## config.mk

```make
export PLATFORM = sky130hd
export DESIGN_NAME = accum_warp_looper_arbiter
export DESIGN_NICKNAME = d
export VERILOG_FILES = /design/src/rtl/accum_warp_looper_arbiter.sv
export SDC_FILE = /design/constraint.sdc
export NUM_CORES = 1
export LEC_CHECK = 0
export CORE_AREA = 2 2 255 257
export CTS_BUF_LIST = sky130_fd_sc_hd__clkbuf_2 sky130_fd_sc_hd__clkbuf_4 sky130_fd_sc_hd__clkbuf_8
export DETAILED_ROUTE_END_ITERATION = 8
export DIE_AREA = 0 0 257 259
export DONT_BUFFER_PORTS = 1
export PLACE_DENSITY_LB_ADDON = 0.1
export SLEW_MARGIN = 20
export SYNTH_ARGS = -nofsm -noshare
export SYNTH_HDL_FRONTEND = slang
export SYNTH_SLANG_ARGS = --single-unit
export TNS_END_PERCENT = 30
```

## constraint.sdc

```tcl
create_clock -name i_clk -period 3.1 [get_ports i_clk]
set_input_delay 0.465 -clock i_clk [delete_from_list [all_inputs] [get_ports i_clk]]
set_output_delay 0.465 -clock i_clk [all_outputs]
set_load 0.005 [all_outputs]
```

## src/rtl/accum_warp_looper_arbiter.sv

```systemverilog
// Round-robin arbiter feeding N_SRC block commands into one registered slot for the AccumWarpLooper index stage.
// Latency: 1 cycle src_ack -> dst_rdy; the slot reloads in the dst_ack cycle with no bubble.
// Backpressure: no grant while the slot is full and unacked, or (ACCUM_ARB_CREDIT_EN) while out of block credits.
module accum_warp_looper_arbiter #(
    parameter int N_SRC        = 4,
    parameter int CMD_BW       = 128,
    parameter int MAX_INFLIGHT = 2,
    localparam int SID_BW      = $clog2(N_SRC),
    localparam int CR_BW       = $clog2(MAX_INFLIGHT + 1)
) (
    input  logic                    i_clk,
    input  logic                    i_rst,
    input  logic [N_SRC-1:0]        src_rdy,
    output logic [N_SRC-1:0]        src_ack,
    input  logic [N_SRC*CMD_BW-1:0] i_cmd,
    output logic                    dst_rdy,
    input  logic                    dst_ack,
    output logic [CMD_BW-1:0]       o_cmd,
    output logic [SID_BW-1:0]       o_srcid,
    input  logic                    i_done,
    output logic [CR_BW-1:0]        o_inflight
);

    logic [SID_BW-1:0] rr_ptr;
    logic [SID_BW-1:0] win_id;
    logic [SID_BW-1:0] nxt_ptr;
    logic [SID_BW:0]   scan;
    logic              found;
    logic              slot_free;
    logic              credit_ok;
    logic              grant;
    logic [CMD_BW-1:0] win_cmd;

    // Cyclic scan starting at the pointer; the first requester seen wins.
    always_comb begin
        found  = 1'b0;
        win_id = '0;
        scan   = '0;
        for (int i = 0; i < N_SRC; i++) begin
            scan = {1'b0, rr_ptr} + (SID_BW+1)'(i);
            if (scan >= (SID_BW+1)'(N_SRC)) begin
                scan = scan - (SID_BW+1)'(N_SRC);
            end
            if (!found && src_rdy[scan[SID_BW-1:0]]) begin
                found  = 1'b1;
                win_id = scan[SID_BW-1:0];
            end
        end
    end

    always_comb begin
        win_cmd = '0;
        for (int k = 0; k < N_SRC; k++) begin
            if (win_id == SID_BW'(k)) begin
                win_cmd = i_cmd[k*CMD_BW +: CMD_BW];
            end
        end
    end

    assign slot_free = !dst_rdy || dst_ack;
    // Held in reset, the arbiter must not hand out acks it will then forget.
    assign grant     = found && slot_free && credit_ok && i_rst;
    assign nxt_ptr   = (win_id == SID_BW'(N_SRC - 1)) ? '0 : win_id + SID_BW'(1);

    always_comb begin
        src_ack = '0;
        for (int k = 0; k < N_SRC; k++) begin
            src_ack[k] = grant && (win_id == SID_BW'(k));
        end
    end

    always_ff @(posedge i_clk or negedge i_rst) begin
        if (!i_rst) begin
            dst_rdy <= 1'b0;
            o_cmd   <= '0;
            o_srcid <= '0;
            rr_ptr  <= '0;
        end else if (grant) begin
            dst_rdy <= 1'b1;
            o_cmd   <= win_cmd;
            o_srcid <= win_id;
            rr_ptr  <= nxt_ptr;
        end else if (dst_ack) begin
            dst_rdy <= 1'b0;
        end
    end

`ifdef ACCUM_ARB_CREDIT_EN
    logic [CR_BW-1:0] inflight_q;
    logic             done_vld;

    // A done with nothing outstanding is stray and must not underflow the count.
    assign done_vld   = i_done && (inflight_q != '0);
    assign credit_ok  = (inflight_q < CR_BW'(MAX_INFLIGHT)) || i_done;
    assign o_inflight = inflight_q;

    always_ff @(posedge i_clk or negedge i_rst) begin
        if (!i_rst) begin
            inflight_q <= '0;
        end else if (grant && !done_vld) begin
            inflight_q <= inflight_q + CR_BW'(1);
        end else if (!grant && done_vld) begin
            inflight_q <= inflight_q - CR_BW'(1);
        end
    end
`else
    logic unused_done;

    assign unused_done = i_done;
    assign credit_ok   = 1'b1;
    assign o_inflight  = '0;
`endif

endmodule

```

-- Word-level counts from Yosys, hierarchy flattened
Cells that the tools add are included.
- bits in registers: 133
- word-level logic and storage cells: 66
- output and inout port bits: 137
- input bits: 520
- equality and inequality tests: 3
- $lt $le $gt $ge: 8
- mux-type cells: 27
- add/sub/neg operators: 8
- reductions and logical operators: 16
- operators with widths (cell ; number):
    $mux W128 ; 4
    $mux W2 ; 9
    $lt A2 B3 Y1 const B ; 4
    $mux W1 ; 10
    $ge A3 B3 Y1 const B ; 3
    $logic_and A1 B1 Y1 ; 9
    $bmux W1 S2 ; 4
    $sub A2 B1 Y2 const B ; 4
    $add A2 B2 Y3 const B ; 2
    $eq A2 B2 Y1 const B ; 2
    $logic_not A1 Y1 ; 4
    $add A2 B1 Y3 const B ; 1
    $ge A2 B3 Y1 const B ; 1
    $add A2 B1 Y2 const B ; 1
    $eq A2 B1 Y1 const B ; 1
    $logic_not A2 Y1 ; 1
    $reduce_bool A2 Y1 ; 1
    $logic_or A1 B1 Y1 ; 1

-- Logic depth before layout (Yosys ltp)
Gate-level depths: netlist of run 1.
- word-level depth: 19
- mapped depth: 13
- gate-level depth less buffers: 9

-- Least setup slack after synthesis of run 1
Ideal clock, no wire load.
- path kind: input port to flip-flop
- start: input port src_rdy[0]
- end: register o_cmd[34]
- path buffers: 4
- arrival time: 2.608 ns
- data required time: 3.023 ns
- slack: 0.414 ns
- setup time: 0.077 ns
- stages on the path: 11
- path through: or4_4 > and3_1 > ha_1 > clkbuf_1 > nor2b_1 > buf_2 > buf_2 > buf_2 > a221oi_1 > a211o_1 > a21oi_1
- word-level cells in the longest chain between the ends: 17
- elaborated cells between the ends (all ways): 32
- those cells by class: eq/ne: 3; mux: 20; reduce/logical: 9
- ends and longest elaborated chain (what ; RTL line ; source):
    start: declaration ; 13 ; input logic [N_SRC-1:0] src_rdy,
    $bmux W1 S2 ; 44 ; if (!found && src_rdy[scan[SID_BW-1:0]]) begin
    $mux W1 (not written as such) ; 44 ;
    $mux W1 ; 44 ;
    $logic_not A1 Y1 ; 44 ;
    $logic_and A1 B1 Y1 ; 44 ;
    $mux W1 ; 44 ;
    $logic_not A1 Y1 ; 44 ;
    $logic_and A1 B1 Y1 ; 44 ;
    $mux W1 ; 44 ;
    $logic_not A1 Y1 ; 44 ;
    $logic_and A1 B1 Y1 ; 44 ;
    $mux W2 * ; 44 ;
    via win_id[0] ; 25 ; logic [SID_BW-1:0] win_id;
    $logic_not A2 Y1 ; 54 ; if (win_id == SID_BW'(k)) begin
    $mux W128 (3 in series) ; 54 ;
    $mux W128 * ; 54 ;
    end signal: assignment ; 80 ; o_cmd <= win_cmd;
    end: declaration ; 18 ; output logic [CMD_BW-1:0] o_cmd,
The timed path passes the listed nets; every way through them passes the cells marked *. The select of a mux whose other input is x is not followed.
A chain may end at the register's enable or synchronous reset.

-- Worst setup path after layout of run 1
- start: register rr_ptr[0]
- end: register o_cmd[1]
- word-level cells in the longest chain between the ends: 19
- elaborated cells between the ends (all ways): 47
- those cells by class: add/sub: 7; order compare: 4; eq/ne: 3; mux: 24; reduce/logical: 9
- ends and longest elaborated chain (what ; RTL line ; source):
    start: declaration ; 24 ; logic [SID_BW-1:0] rr_ptr;
    start signal: assignment ; 82 ; rr_ptr <= nxt_ptr;
    branches (longest 19 deep; another with $add A2 B1 Y3) ; -- ;
Several ways; the timed one is not identified. The select of a mux whose other input is x is not followed.

==> Flow_metrics.wiki, run 1 <==
{| class="wikitable"
! Metric !! Value
|-
| Run status || finished, violations left
|-
| Violations in the final reports || hold timing
|-
| Count of different cell masters after synthesis || 28
|-
| CP required || roughly 3.5 ns
|-
| Worst Setup Slack, final || approximately 0.23 ns
|-
| Number of antenna-violating nets in the routed design || 0
|-
| Wire length of the first global-routing pass || ~58 mm
|-
| Wire length after detailed routing || 41.61 mm
|-
| Final net count || 1541
|-
| Tightest hold margin || -0.3704 ns
|-
| Post-Syn Instances || 1061
|-
| Setup total negative slack || 0 ns
|-
| Type of origin of the critical path || flop
|-
| Routed vias || roughly 8300
|-
| Avg Inst Size Synth || around 8.1 µm²
|-
| Maximum net fanout on the critical path || 68
|-
| Startpoint-to-endpoint class of the critical path || flop to flop
|-
| Unrepaired setup endpoints after global routing || no
|-
| GPL Wtd Cong || around 0.8
|-
| Vias in the first global route || ~8400
|-
| CP Capture Type || flop
|-
| Remaining global-route overflow || 0
|-
| Top cells by area in the synthesized netlist || sky130_fd_sc_hd__dfrtp_1, sky130_fd_sc_hd__a21oi_1, sky130_fd_sc_hd__a221oi_1
|-
| Post-synthesis async set-or-reset flop share || 100.0%
|-
| Initial cell density of the core || 13.48%
|-
| Antenna violations before repair || 1
|-
| Power density over the cells || a little under 1000 mW/mm²
|-
| Number of inserted filler cells in the final layout || 7293
|-
| Achievable clock frequency || about 0.35 GHz
|-
| Count of buffers from port buffering || 0
|-
| Worst slack at placement || 0.06679 ns
|-
| Chip height || approximately 260 µm
|-
| Maximum number of pins on one net before global-route repair || about 140
|-
| Final Hold Viols || between 100 and 150
|-
| Final setup violation count || 0
|-
| TritonCTS clock tree || yes
|-
| Largest vdd supply drop || a little under 0.3 mV
|-
| Final critical path time including I/O delays and setup || around 2.9 ns
|-
| Core Area || 0.06388 mm²
|-
| Area growth from synthesis to layout || 20.39%
|-
| Die ar. || around 0.067 mm²
|-
| Final max-slew violation count || 0
|-
| Fraction of post-synthesis cell area in the top cell type by area || between 30% and 40%
|-
| Worst Skew || 0.008660 ns
|-
| Synthesis-stage register bit count || between 100 and 150
|-
| Synth Flop Type || sky130_fd_sc_hd__dfrtp_1
|-
| Cell type with the highest aggregate area in the netlist || sky130_fd_sc_hd__dfrtp_1
|-
| First-pass DRT Iterations || 5
|-
| Leak || 4.310 nW
|-
| Netlist Area Pre-Place || approximately 0.0086 mm²
|-
| Combined global-route utilization of all metal layers || a little under an eighth
|-
| Number of CTS-inserted buffers || 17
|-
| Detailed-route wire length per cell || around 22 µm
|-
| Count of flip-flops with a built-in enable after synthesis || 0
|-
| Register area share after synthesis || slightly below 40%
|-
| Synthesis Warnings || 0
|-
| Root buf cell || sky130_fd_sc_hd__clkbuf_8
|-
| Number of placement rows || 93
|-
| CTS Sinks || 133
|-
| Top-level port count || 657
|-
| Vias per cell || ~4.4
|-
| Most frequent cells after synthesis || sky130_fd_sc_hd__a21oi_1, sky130_fd_sc_hd__dfrtp_1, sky130_fd_sc_hd__inv_1, sky130_fd_sc_hd__nor2_1, sky130_fd_sc_hd__a221oi_1
|-
| HPWL Detailed || just over 30 mm
|-
| Cell Area, Placed || 0.009806 mm²
|-
| Share of the clock period used by the worst path || between 90% and 100%
|-
| DRT iter0 DRCs || between 400 and 500
|-
| Cell with the most instances after synthesis || sky130_fd_sc_hd__a21oi_1
|-
| Relative slew slack || 56.72%
|-
| Total instance count after detailed placement || between 1500 and 2000
|-
| Proportion of layout cells with a drive suffix above 1 || roughly 9.2%
|-
| Worst Path Arrival || ~3.3 ns
|-
| Non-filler cells in the finished layout || approximately 1900
|-
| Htree depth || 4
|-
| Reg clk slew, reported paths || ~0.090 ns
|-
| Clock Tree Buf Depth || 2
|-
| Clock insertion delay at the later pin of the skew report || approximately 0.52 ns
|-
| Max-cap check violation count || 0
|-
| # DRC || 0
|-
| Horiz. Die Dim || roughly 260 µm
|-
| Non-Filler Cell Area, Final || between 0.01 and 0.015 mm²
|-
| Type of the worst min-delay path || primary input to async pin
|-
| Slew of the pin with the lowest slew margin || 0.6492 ns
|}
[cells in the final DEF, fill, tap and decap left out, drive strengths merged, types with 2 or more instances in the layout]
master / count
inv: 132
a221oi: 128
a211o: 127
nand3: 3
and3: 2
clkinv: 2
clkbuf: 25
buf: 51
o21ai: 4
a22oi: 2
bufinv: 3
dfrtp: 133
nand2: 5
and2: 5
nor2b: 2
ha: 4
conb: 2
clkinvlp: 3
nor2: 130
a21oi: 258
nand2b: 3
[cell families (layout without fill, tap and decap cells)]
group / after synthesis / in the layout / synth area share, %
fa+ha+maj: 4 / 4 / 0.5812
other cells: 1 / 3 / 0.04355
buf+inv: 250 / 217 / 11.96
compound gates: 522 / 522 / 41.64
flops: 133 / 133 / 38.65
simple gates: 151 / 151 / 7.120
[layer usage]
metal	global-route usage (%)	wire length, µm	vias up
li1	-	-	3790
met1	12.92	16130	4067
met2	21.05	21520	385
met3	3.798	2828	45
met4	4.522	1130	0
met5	0	0	-
[critical path: stages (launching register included)]
cell and delay [ns]:
sky130_fd_sc_hd__dfrtp_1 0.42, sky130_fd_sc_hd__nand2b_1 0.11, sky130_fd_sc_hd__a21oi_1 0.08, sky130_fd_sc_hd__a31oi_2 0.24, sky130_fd_sc_hd__nand3_1 0.23, sky130_fd_sc_hd__ha_1 0.29
sky130_fd_sc_hd__nor2b_4 0.15, sky130_fd_sc_hd__buf_12 0.17, sky130_fd_sc_hd__a221oi_1 0.63, sky130_fd_sc_hd__buf_4 0.22, sky130_fd_sc_hd__a211o_1 0.09, sky130_fd_sc_hd__a21oi_1 0.05
[state kept, by name, summed over array words and instances (netlist names)]
register  count
dst_rdy       1
o_srcid       2
o_cmd       128
rr_ptr        2
[cell type report]
| type | instances | area, µm² | share of cell area [%] |
|---|---|---|---|
| timing repair buffer | 54 | 718.2 | 6.928 |
| sequential | 133 | 3328 | 32.11 |
| inverter | 132 | 495.5 | 4.780 |
| antenna | 1 | 2.502 | 0.02414 |
| tap | 855 | 1070 | 10.32 |
| multi-input combinational | 679 | 4325 | 41.73 |
| clock inverter | 8 | 122.6 | 1.183 |
| clock buffer | 23 | 304.0 | 2.933 |
[where the power goes]
part,internal (W),switching (W)
Clock,0.000891,0.000810
Sequential,0.00252,0.000844
Combinational,0.00229,0.00281
[timing repair]
action	in CTS	in global routing
endpoints found under the hold margin	133	133
setup buffers	0	3
resized for setup	3	3
cloned	1	2
endpoints found under the setup margin	1	1
pin swaps	0	2
[path summary, 6_finish.rpt]
check	start	to	slack [ns]	depth (start not counted)
min in group i_clk	i_cmd[405]	o_cmd[21]$_DFFE_PN0P_	0.15	2
max	rr_ptr[0]$_DFFE_PN0P_	o_cmd[1]$_DFFE_PN0P_	0.23	11
max reg2reg	rr_ptr[0]$_DFFE_PN0P_	o_cmd[1]$_DFFE_PN0P_	0.23	11
min	i_rst	o_cmd[19]$_DFFE_PN0P_	-0.37	0
max in group asynchronous	i_rst	o_cmd[82]$_DFFE_PN0P_	3.22	0
min reg2reg	o_cmd[11]$_DFFE_PN0P_	o_cmd[11]$_DFFE_PN0P_	0.57	2
[metrics by stage]
stage / hold WS (ns) / total power, W / util (%)
after floorplan: 0.1694 / 0.006425 / -
after global placement: 0.1733 / 0.008411 / 15.35
after detailed placement: 0.1759 / 0.008350 / 15.35
after CTS: -0.4654 / 0.01029 / 16.09
after global routing: -0.4573 / 0.01097 / 16.23
final: -0.3704 / 0.01016 / 16.23
Power figures use the tool's default switching activity.
==> run 2: changes to the inputs <==
--- a/config.mk
+++ b/config.mk
@@ -7,9 +7,11 @@
 export LEC_CHECK = 0
 export CORE_AREA = 2 2 255 257
 export CTS_BUF_LIST = sky130_fd_sc_hd__clkbuf_2 sky130_fd_sc_hd__clkbuf_4 sky130_fd_sc_hd__clkbuf_8
+export CTS_CLUSTER_DIAMETER = 30
 export DETAILED_ROUTE_END_ITERATION = 8
 export DIE_AREA = 0 0 257 259
 export DONT_BUFFER_PORTS = 1
+export MAX_ROUTING_LAYER = met4
 export PLACE_DENSITY_LB_ADDON = 0.1
 export SLEW_MARGIN = 20
 export SYNTH_ARGS = -nofsm -noshare
==> Flow_metrics.wiki, run 2 (synthesis gave the netlist of run 1 again) <==
{| class="wikitable"
! Metric !! Value
|-
| Run status || finished, violations left
|-
| Violations in the final reports || hold timing
|-
| Final max-slew violation count || 0
|-
| Unrepaired setup endpoints after global routing || no
|-
| Achievable clock frequency || between 0.3 and 0.4 GHz
|-
| Number of cells on the worst reg-to-reg path || 11
|-
| Remaining global-route overflow || 0
|-
| DRT iter0 DRCs || 420
|-
| Share of the clock period used by the worst path || 93.00%
|-
| HPWL Detailed || between 30 and 40 mm
|-
| Wire length after detailed routing || approximately 42 mm
|-
| Antenna violations before repair || 1
|-
| Proportion of layout cells with a drive suffix above 1 || under 10%
|-
| Commonest non-fill, non-tap cell in the layout || sky130_fd_sc_hd__a21oi_1
|-
| GPL Wtd Cong || 0.8094
|-
| Wire length of the first global-routing pass || between 50 and 60 mm
|-
| Worst Path Arrival || between 3 and 4 ns
|-
| Registers with the most flip-flops || o_cmd (128), o_srcid (2), rr_ptr (2)
|-
| Leading cell types in the layout, fill and taps excluded || sky130_fd_sc_hd__a21oi_1, sky130_fd_sc_hd__dfrtp_1, sky130_fd_sc_hd__inv_1
|-
| Horiz. Die Dim || 257 µm
|-
| Final Hold Viols || approximately 130
|-
| Number of antenna-violating nets in the routed design || 0
|-
| CP Capture Type || flop
|-
| Chip height || between 200 and 300 µm
|-
| Number of CTS-inserted buffers || 17
|-
| Reg clk slew, reported paths || roughly 0.090 ns
|-
| Type of origin of the critical path || flop
|-
| Maximum number of pins on one net before global-route repair || 137
|-
| Startpoint-to-endpoint class of the critical path || flop to flop
|-
| Die ar. || ~0.067 mm²
|-
| Leak || roughly 4.3 nW
|-
| Cell with the biggest individual delay on the critical path || sky130_fd_sc_hd__a221oi_1
|-
| Maximum net fanout on the critical path || 68
|-
| Largest vdd supply drop || roughly 0.3 mV
|-
| Core Area || roughly 0.064 mm²
|-
| Clock Tree Buf Depth || 2
|-
| Area growth from synthesis to layout || 20.39%
|-
| Detailed-route wire length per cell || roughly 22 µm
|-
| TritonCTS clock tree || yes
|-
| CP peak stage delay || 0.63 ns
|-
| Relative slew slack || between 50% and 60%
|-
| Setup total negative slack || 0 ns
|-
| Most repeated library cell on the critical path || sky130_fd_sc_hd__a21oi_1
|-
| Slew of the pin with the lowest slew margin || around 0.67 ns
|-
| Initial cell density of the core || a little over an eighth
|-
| Type of the worst min-delay path || primary input to async pin
|-
| Combined global-route utilization of all metal layers || 12.14%
|-
| Vias per cell || ~4.4
|-
| Final setup violation count || 0
|-
| Total power || 0.01016 W
|-
| Final critical path time including I/O delays and setup || 2.883 ns
|-
| Worst Skew || approximately 0.011 ns
|-
| Root buf cell || sky130_fd_sc_hd__clkbuf_8
|-
| Number of flip-flops under the largest register name || roughly 130
|-
| Vias in the first global route || ~8500
|-
| CP required || roughly 3.5 ns
|-
| R2r setup slk || ~0.22 ns
|-
| Max-cap check violation count || 0
|-
| CTS Sinks || roughly 130
|-
| Htree depth || 4
|-
| Capture point of the worst reg-to-reg path || o_cmd[1]$_DFFE_PN0P_
|-
| Tightest hold margin || -0.3714 ns
|-
| Top-level port count || 657
|-
| Reg-to-Reg Start || rr_ptr[0]$_DFFE_PN0P_
|-
| Final net count || approximately 1500
|-
| Count of buffers from port buffering || 0
|-
| Routed vias || between 8000 and 9000
|-
| Clock insertion delay at the later pin of the skew report || 0.52 ns
|-
| First-pass DRT Iterations || 6
|-
| CP Cell Sequence || nand2b_1 > a21oi_1 > a31oi_2 > nand3_1 > ha_1 > nor2b_4 > buf_12 > a221oi_1 > buf_4 > a211o_1 > a21oi_1
|-
| Power density over the cells || about 980 mW/mm²
|-
| Register containing the most flip-flops in the final layout || o_cmd
|-
| Number of placement rows || 93
|-
| # DRC || 0
|}
[run 2: worst max-delay path by stage]
stage,start,to,slack (ns),depth (start not counted)
final,rr_ptr[0]$_DFFE_PN0P_,o_cmd[1]$_DFFE_PN0P_,0.22,11
after global routing,rr_ptr[1]$_DFFE_PN0P_,src_ack[3],0.003,7
after CTS,rr_ptr[1]$_DFFE_PN0P_,src_ack[1],0.03,7
after detailed placement,src_rdy[0],o_cmd[1]$_DFFE_PN0P_,0.07,9
after global placement,src_rdy[0],o_cmd[1]$_DFFE_PN0P_,0.14,9
after floorplan,src_rdy[0],o_cmd[34]$_DFFE_PN0P_,0.41,11
[run 2: through the flow]
step / hold WS, ns / setup slack, ns / instance area, µm² / utilization [%] / std cells
after floorplan: 0.1694 / 0.4145 / 8615 / - / 1062
after global placement: 0.1733 / 0.1354 / 9806 / 15.35 / 1847
after detailed placement: 0.1759 / 0.06679 / 9806 / 15.35 / 1847
after CTS: -0.4654 / 0.02745 / 10280 / 16.09 / 1879
after global routing: -0.4573 / 0.002899 / 10370 / 16.23 / 1885
final: -0.3714 / 0.2171 / 10370 / 16.23 / 1885
[run 2: power breakdown]
part | total, W | internal [W] | switching [W]
combinational | 0.00509 | 0.00229 | 0.00280
sequential | 0.00336 | 0.00252 | 0.000846
clock | 0.00170 | 0.000891 | 0.000811
total | 0.0102 | 0.00570 | 0.00446
[run 2: repair_timing]
item                                    CTS  global route
buffers inserted                          0             3
endpoints found under the setup margin    1             1
endpoints found under the hold margin   133           133
pin swaps                                 0             2
gates cloned                              1             2
resized for setup                         3             3
[run 2: metal layers]
metal | GRT usage (%) | wire length [µm] | vias to the layer above
met4 | 4.554 | 1106 | 0
met1 | 13.06 | 16200 | 4089
met2 | 21.03 | 21510 | 391
met3 | 3.622 | 2755 | 44
met5 | - | 0 | -
li1 | - | - | 3791
[run 2: layout make-up]
type	count	area, µm²
clock inverter	8	122.6
sequential	133	3328
clock buffer	23	304.0
tap	855	1070
timing repair buffer	54	718.2
inverter	132	495.5
antenna	1	2.502
multi-input combinational	679	4325
fill	7293	53520
[run 2: worst max-delay path, delay by kind of cell, from the launching register on]
family                     cells  cell delay [ns]
and+or+nand+nor                3             0.49
AOI/OAI and AO/OA              5             1.09
buffers and inverters          2             0.39
DFF                            1             0.42
adders and majority gates      1             0.29
==> run 3: changes to the inputs <==
==> constraint.sdc (replaced) <==
create_clock -name i_clk -period 3.1 [get_ports i_clk]
set_input_delay 0.465 -clock i_clk [delete_from_list [all_inputs] [get_ports i_clk]]
set_output_delay 0.465 -clock i_clk [all_outputs]
set_load 0.05 [all_outputs]
==> Flow_metrics.wiki, run 3 (synthesis gave the netlist of run 1 again) <==
{| class="wikitable"
! Metric !! Value
|-
| Number of inserted filler cells in the final layout || around 7300
|-
| CP required || roughly 2.6 ns
|-
| GPL Wtd Cong || approximately 0.79
|-
| Worst slack at placement || between 0.15 and 0.2 ns
|-
| Achievable clock frequency || 0.3474 GHz
|-
| Type of the worst min-delay path || primary input to async pin
|-
| Run status || finished, violations left
|-
| Power density over the cells || 1248 mW/mm²
|-
| Max-cap check violation count || 0
|-
| DRT iter0 DRCs || about 520
|-
| Cell Area, Placed || just under 0.01 mm²
|-
| Number of flip-flops under the largest register name || ~130
|-
| Worst Setup Slack, final || approximately 0.22 ns
|-
| Routed vias || approximately 8300
|-
| Unrepaired setup endpoints after global routing || no
|-
| HPWL Detailed || between 30 and 40 mm
|-
| Startpoint-to-endpoint class of the critical path || flop to output port
|-
| Chip height || 259 µm
|-
| Clock insertion delay at the later pin of the skew report || 0.54 ns
|-
| First-pass DRT Iterations || 5
|-
| Clock Tree Buf Depth || 2
|-
| Core Area || between 0.06 and 0.07 mm²
|-
| Reg clk slew, reported paths || 0.08 ns
|-
| Final Hold Viols || roughly 130
|-
| TritonCTS clock tree || yes
|-
| Combined global-route utilization of all metal layers || around an eighth
|-
| Root buf cell || sky130_fd_sc_hd__clkbuf_8
|-
| Number of placement rows || 93
|-
| Number of antenna-violating nets in the routed design || 0
|-
| Final max-slew violation count || 0
|-
| CTS Sinks || 133
|-
| Antenna violations before repair || 3
|-
| Tightest hold margin || -0.3719 ns
|-
| # DRC || 0
|-
| Vias in the first global route || between 8000 and 9000
|-
| Violations in the final reports || hold timing
|-
| Register containing the most flip-flops in the final layout || o_cmd
|-
| Proportion of layout cells with a drive suffix above 1 || a little under a tenth
|-
| Vias per cell || ~4.4
|-
| Leak || 4.321 nW
|-
| Final net count || 1541
|-
| Area growth from synthesis to layout || 20.58%
|-
| Slew of the pin with the lowest slew margin || 0.6305 ns
|-
| Registers with the most flip-flops || o_cmd (128), o_srcid (2), rr_ptr (2)
|-
| Remaining global-route overflow || 0
|-
| Htree depth || 4
|-
| Relative slew slack || 57.97%
|-
| Top-level port count || 657
|-
| Wire length of the first global-routing pass || ~59 mm
|-
| Type of origin of the critical path || flop
|-
| Detailed-route wire length per cell || roughly 23 µm
|-
| Largest vdd supply drop || just under 0.4 mV
|-
| Commonest non-fill, non-tap cell in the layout || sky130_fd_sc_hd__a21oi_1
|-
| Leading cell types in the layout, fill and taps excluded || sky130_fd_sc_hd__a21oi_1, sky130_fd_sc_hd__dfrtp_1, sky130_fd_sc_hd__inv_1
|-
| Number of CTS-inserted buffers || 17
|-
| Worst Skew || approximately 0.02 ns
|-
| Wire length after detailed routing || 42.67 mm
|-
| Setup total negative slack || 0 ns
|-
| Worst Path Arrival || between 2 and 2.5 ns
|-
| Final critical path time including I/O delays and setup || 2.879 ns
|-
| Count of buffers from port buffering || 0
|-
| Maximum number of pins on one net before global-route repair || 137
|-
| Share of the clock period used by the worst path || approximately 93%
|-
| Non-Filler Cell Area, Final || a little over 0.01 mm²
|-
| Final setup violation count || 0
|-
| Initial cell density of the core || 13.48%
|-
| Maximum net fanout on the critical path || 19
|-
| Die ar. || around 0.067 mm²
|-
| Horiz. Die Dim || between 200 and 300 µm
|-
| CP Capture Type || output port
|}
==> run 3: changes by cell type in the layout (fill, tap and decap cells not counted), moves of 2 or more <==
cell,before,now
sky130_fd_sc_hd__bufinv_16,3,5
sky130_fd_sc_hd__clkbuf_16,2,0
sky130_fd_sc_hd__buf_4,32,34
sky130_fd_sc_hd__diode_2,1,3
sky130_fd_sc_hd__clkinv_4,0,2
sky130_fd_sc_hd__clkinvlp_4,3,1
sky130_fd_sc_hd__inv_6,0,2
sky130_fd_sc_hd__clkbuf_8,21,19
==> run 3: area by class of cell <==
| type | count | area [µm²] | area share [%] |
|---|---|---|---|
| repair buffers | 54 | 688.2 | 6.628 |
| well taps | 855 | 1070 | 10.30 |
| inverters | 132 | 495.5 | 4.772 |
| multi-input cells | 679 | 4325 | 41.66 |
| diodes | 3 | 7.507 | 0.07231 |
| flip-flops and latches | 133 | 3329 | 32.07 |
| clock buffers | 20 | 269.0 | 2.591 |
| clock inverters | 11 | 197.7 | 1.904 |
==> run 3: per-layer routing <==
| layer | vias up | GRT usage, % | share of wire [%] |
|---|---|---|---|
| li1 | 3795 | - | - |
| met1 | 4145 | 13.81 | 40 |
| met2 | 374 | 21.68 | 52 |
| met3 | 34 | 3.691 | 6.2 |
| met4 | 0 | 4.086 | 2.0 |
| met5 | - | - | 0 |
==> run 3: through the flow <==
step / utilization, % / std cells / power [W]
final: 16.25 / 1887 / 0.01296
after floorplan: - / 1062 / 0.009134
after global placement: 15.34 / 1848 / 0.01110
after global routing: 16.25 / 1887 / 0.01379
after CTS: 16.21 / 1882 / 0.01325
after detailed placement: 15.34 / 1848 / 0.01106
==> run 3: power breakdown <==
group          total (W)  switching [W]  internal (W)
clock            0.00184       0.000831       0.00101
combinational    0.00509        0.00285       0.00224
sequential       0.00603        0.00358       0.00246
total             0.0130        0.00725       0.00571
==> run 3: worst paths after layout <==
| path | start | to | slack, ns | cells after the start |
|---|---|---|---|---|
| max | rr_ptr[0]$_DFFE_PN0P_ | src_ack[1] | 0.22 | 8 |
| min reg2reg | rr_ptr[1]$_DFFE_PN0P_ | rr_ptr[1]$_DFFE_PN0P_ | 0.63 | 2 |
| min | i_rst | o_cmd[19]$_DFFE_PN0P_ | -0.37 | 0 |
| min in group i_clk | i_cmd[502] | o_cmd[118]$_DFFE_PN0P_ | 0.13 | 2 |
| max in group asynchronous | i_rst | rr_ptr[1]$_DFFE_PN0P_ | 3.18 | 0 |
| max reg2reg | rr_ptr[0]$_DFFE_PN0P_ | o_cmd[6]$_DFFE_PN0P_ | 0.26 | 11 |
==> run 3: repair_timing <==
item / CTS / global route
gates cloned: 2 / 0
setup buffers: 1 / 2
endpoints found under the hold margin: 133 / 133
pin swaps: 1 / 2
gates resized for setup: 3 / 4
endpoints found under the setup margin: 2 / 5
==> run 3: worst max-delay path: stages (launching register included) <==
cell,delay [ns]
sky130_fd_sc_hd__dfrtp_1,0.42
sky130_fd_sc_hd__nand2b_1,0.11
sky130_fd_sc_hd__a21oi_1,0.08
sky130_fd_sc_hd__a31oi_2,0.23
sky130_fd_sc_hd__and3_4,0.27
sky130_fd_sc_hd__ha_4,0.20
sky130_fd_sc_hd__buf_16,0.23
sky130_fd_sc_hd__and2_1,0.20
sky130_fd_sc_hd__buf_12,0.14
